==> src/rtl/llc_trace_cmd_queue.sv <==
// llc_trace_cmd_queue: filters illegal trace commands and queues legal ones in order for the LLC model,
// tagging each with a sequence number and tracking drop count and occupancy.
module llc_trace_cmd_queue #(
    parameter int DEPTH = 8,
    parameter int CNT_W = 16
) (
    input  logic                     clk,
    input  logic                     rst,
    input  logic                     in_valid,
    output logic                     in_ready,
    input  logic [4:0]               in_command,
    input  logic [31:0]              in_address,
    output logic                     out_valid,
    input  logic                     out_ready,
    output logic [4:0]               out_command,
    output logic [31:0]              out_address,
    output logic [CNT_W-1:0]         out_seq,
    output logic [$clog2(DEPTH):0]   occupancy,
    output logic [CNT_W-1:0]         drop_count
);
    localparam int AW = $clog2(DEPTH);
    localparam logic [AW:0] FULL = (AW+1)'(DEPTH);

    logic [4:0]       cmd_mem  [DEPTH];
    logic [31:0]      addr_mem [DEPTH];
    logic [CNT_W-1:0] seq_mem  [DEPTH];

    logic [AW-1:0]    wr_ptr_q, wr_ptr_d, rd_ptr_q, rd_ptr_d;
    logic [AW:0]      occ_q, occ_d;
    logic [CNT_W-1:0] seq_q, seq_d, drop_q, drop_d;
    logic             legal, push, push_ok, pop;

    assign legal   = (in_command <= 5'd6) || (in_command == 5'd8) || (in_command == 5'd9);
    assign in_ready  = occ_q != FULL;
    assign out_valid = occ_q != '0;
    assign push    = in_valid && in_ready;
    assign push_ok = push && legal;
    assign pop     = out_valid && out_ready;

    assign out_command = cmd_mem[rd_ptr_q];
    assign out_address = addr_mem[rd_ptr_q];
    // Storage is never reset, so the sequence tag is forced to zero whenever the queue is empty.
    assign out_seq     = out_valid ? seq_mem[rd_ptr_q] : '0;
    assign occupancy   = occ_q;
    assign drop_count  = drop_q;

    always_comb begin
        wr_ptr_d = push_ok ? wr_ptr_q + AW'(1) : wr_ptr_q;
        rd_ptr_d = pop ? rd_ptr_q + AW'(1) : rd_ptr_q;
        occ_d    = (push_ok && !pop) ? occ_q + (AW+1)'(1) :
                   (pop && !push_ok) ? occ_q - (AW+1)'(1) : occ_q;
        seq_d    = push_ok ? seq_q + CNT_W'(1) : seq_q;
        drop_d   = (push && !legal && drop_q != '1) ? drop_q + CNT_W'(1) : drop_q;
    end

    always_ff @(posedge clk) begin
        if (rst) begin
            wr_ptr_q <= '0;
            rd_ptr_q <= '0;
            occ_q    <= '0;
            seq_q    <= '0;
            drop_q   <= '0;
        end else begin
            wr_ptr_q <= wr_ptr_d;
            rd_ptr_q <= rd_ptr_d;
            occ_q    <= occ_d;
            seq_q    <= seq_d;
            drop_q   <= drop_d;
        end
    end

    always_ff @(posedge clk) begin
        if (!rst && push_ok) begin
            cmd_mem[wr_ptr_q]  <= in_command;
            addr_mem[wr_ptr_q] <= in_address;
            seq_mem[wr_ptr_q]  <= seq_q;
        end
    end
endmodule

==> config.mk <==
export PLATFORM = sky130hd
export DESIGN_NAME = llc_trace_cmd_queue
export DESIGN_NICKNAME = d
export VERILOG_FILES = /design/src/rtl/llc_trace_cmd_queue.sv
export SDC_FILE = /design/constraint.sdc
export NUM_CORES = 1
export LEC_CHECK = 0
export ABC_AREA = 1
export CAP_MARGIN = 5
export CORE_ASPECT_RATIO = 0.8
export CORE_UTILIZATION = 45
export DETAILED_ROUTE_END_ITERATION = 8
export GPL_ROUTABILITY_DRIVEN = 0
export PLACE_DENSITY_LB_ADDON = 0.3
export SLEW_MARGIN = 25
export SYNTH_ARGS = -nofsm -noshare
export SYNTH_HDL_FRONTEND = slang
export SYNTH_SLANG_ARGS = --single-unit
==> constraint.sdc <==
create_clock -name clk -period 5 [get_ports clk]
set_input_delay 1 -clock clk [delete_from_list [all_inputs] [get_ports clk]]
set_output_delay 1 -clock clk [all_outputs]
set_load 0.02 [all_outputs]
==> flow_summary.ini <==
[grt]
grtUsageTotal = 0.199
gr-total-overflow = 0
grt_pass1_vias = 11800
grt_max_degree = 213
grt_pass1_wl_um = 66300
antenna_found_initial = 0

[layout]
antenna_cells = 0
nets = 1748
drive_gt1_frac = 0.0613
design_area_um2 = 21900
ff_latch_area_um2 = 13600
area_growth_pct = 16.2
nFillCells = 3406
multiInputGateArea_um2 = 4630

[sta]
finalCritPeriodShare = 0.881
report.final.hold_viol_count = 0
rsz0062_at_grt = no
finalSetupViolations = 0
fin_skew_ps = 18.3
maxSlewViolCount = 0
clock.fmax_mhz = 227
max_slew.worst_pin.slew_ps = 1110
slew_headroom = 0.258
finalCriticalPeriod_ps = 4400
setup_tns_ps = 0

[clock_tree]
cts_buffer_depth = 3
clock_latency_ps = 560
htreeDepth = 2
clk_root_buffer_cell = clkbuf_16
cts.clk_slew.worst_paths_ps = 60
cts_tree = built
cts_setup_buffers = 0
clock-sinks = 469
hold_buffers = 0
cts_resized = 0
cts_buffers = 45

[yosys]
synth_compound_area_frac = 0.112
synth_common_cells = edfxtp_1, nor2_1, o21ai_0, nand2_1, o22ai_1
synth_area_leaders = edfxtp_1, nor2_1, o21ai_0, dfxtp_1, nand2_1
ys_warn_count = 0
synth_edf_count = 424
yosysUniqueCellTypes = 25
yosys.area.top_type_share = 0.676
postSynth.asyncResetShare = 0
syn_nets = 1647
synth_top_family_by_area = simple AND/OR/NAND/NOR gates
synth-xor-area-share = 0.00372
synth-seq-cells = 469
yosysSeqAreaShare = 0.724
synth-simple-area-share = 0.121
synth_cells = 1598
syn_avg_cell_area_um2 = 11.8
ys.flop_type = edfxtp_1
synth_top_cell_by_area = edfxtp_1
synth.area.mux_share = 0
syn_area_um2 = 18800
yosys.area_share.adder = 0.00571
yosysMostFrequentCell = edfxtp_1

[place]
numPortBuffers = 115
dp_hpwl_um = 23300
post_dp_cell_area_um2 = 20600

[detailed_routing]
via_count = 12300
routed.top_layer = met4
wl_met1_um = 19900
first_iter_violations = 1180
drtPass1Iterations = 5
drc = 0
antenna_left = 0
wl_per_cell_um = 18.7
wl_met2_um = 19200
wl_met3_um = 2770
wl_um = 42400
drt-vias-per-instance = 5.41

[outcome]
status = finished clean

[pwr]
pwr_density_cell_nw_per_um2 = 486
power.leakage_nw = 7.21
power_switching_w = 0.00344
sequentialPowerShare = 0.415
p_comb_frac = 0.291
peakVddDrop_mv = 0.468
switching_share = 0.323
clkPwrFrac = 0.293
internal-power_w = 0.00720

[floorplanning]
ios = 116
die_x_um = 231
coreArea_um2 = 41000
start_util = 0.460
die-area_um2 = 42700
rows = 66
fp.dieH_um = 185

[setup_path]
criticalPathCategory = flop to output port
cp-end-kind = output port
start_kind = flop
path_max_fanout = 57
crit_arrival_ps = 3400
worstPathRequired_ps = 4000

[worst_hold_path]
min_path_type = flop to flop

[job]
drv_cap = 0
placed cells by master (no fill, tap or decap):
cell type	instances
dfxtp_4	2
o22ai_1	69
nand2_2	1
nor2_1	414
nor2_2	4
buf_12	7
clkbuf_1	14
inv_6	3
nor2_4	10
clkinv_4	1
ha_1	7
a21oi_1	34
o21ai_0	213
xnor2_1	6
a31oi_1	37
clkinv_2	5
xor2_1	2
buf_4	24
clkbuf_16	45
clkdlybuf4s50_1	115
bufinv_16	1
nand3_1	25
edfxtp_1	424
inv_2	2
clkinv_1	9
inv_16	1
nand4_1	10
fa_1	1
nand2_1	123
inv_1	34
o21ai_1	42
dfxtp_1	43
critical path: stages, from the launching register on:
cell	delay (ps)
dfxtp_4	790
clkinv_2	570
buf_4	360
nor2_1	100
o21ai_0	100
a31oi_1	240
clkdlybuf4s50_1	680
final cells by class:
cell class | instances | area share
flip-flops and latches | 469 | 0.623
clock buffers | 59 | 0.0539
well taps | 544 | 0.0311
inverters | 39 | 0.00703
repair buffers | 146 | 0.0672
multi-input cells | 998 | 0.212
clock inverters | 17 | 0.00572
state kept, by name, summed over array words and instances (netlist names), named ones only:
register,count
rd_ptr_q,3
drop_count,16
wr_ptr_q,3
addr_mem,256
occupancy,4
seq_mem,128
cmd_mem,40
seq_q,16
per-stage QoR:
stage	instances	util	setup slack, ps	hold WS (ps)	total power, W
6_report	2272	0.534	596	481	0.0106
3_5_place_dp	2196	0.502	1090	464	0.00762
4_1_cts	2272	0.534	521	477	0.0107
3_3_place_gp	2196	0.502	1110	461	0.00760
2_1_floorplan	1598	-	663	433	0.00641
5_1_grt	2272	0.534	322	504	0.0112
path summary, 6_finish.rpt:
kind / depth (start not counted) / endpoint / slack, ps / startpoint
hold / removal: 1 / flop / 480 / rd_ptr_q[0]$_SDFFE_PP0P_
hold reg to reg: 1 / flop / 480 / rd_ptr_q[0]$_SDFFE_PP0P_
setup reg to reg: 12 / occupancy[3]$_SDFFE_PP0P_ / 2000 / occupancy[1]$_SDFFE_PP0P_
setup / recovery: 6 / out_command[0] / 600 / flop
power by group through the flow:
| stage | clock, W | sequential (W) | combinational (W) |
|---|---|---|---|
| 2_1_floorplan | 0 | 0.00445 | 0.00196 |
| 3_3_place_gp | 0 | 0.00450 | 0.00309 |
| 3_5_place_dp | 0 | 0.00451 | 0.00312 |
| 4_1_cts | 0.00317 | 0.00442 | 0.00313 |
| 5_1_grt | 0.00331 | 0.00443 | 0.00341 |
| 6_report | 0.00312 | 0.00442 | 0.00310 |
metal layers:
metal / track usage / up-vias
met5: 0 / -
met4: 0.0429 / 0
met3: 0.0339 / 48
met2: 0.313 / 366
met1: 0.292 / 5974
li1: - / 5903
cell families after synthesis:
group	after synthesis
flops	469
xor+xnor	8
compound gates	395
fa+ha+maj	8
simple gates	587
buf+inv	131
No activity file was read; power rests on OpenSTA's default activity.
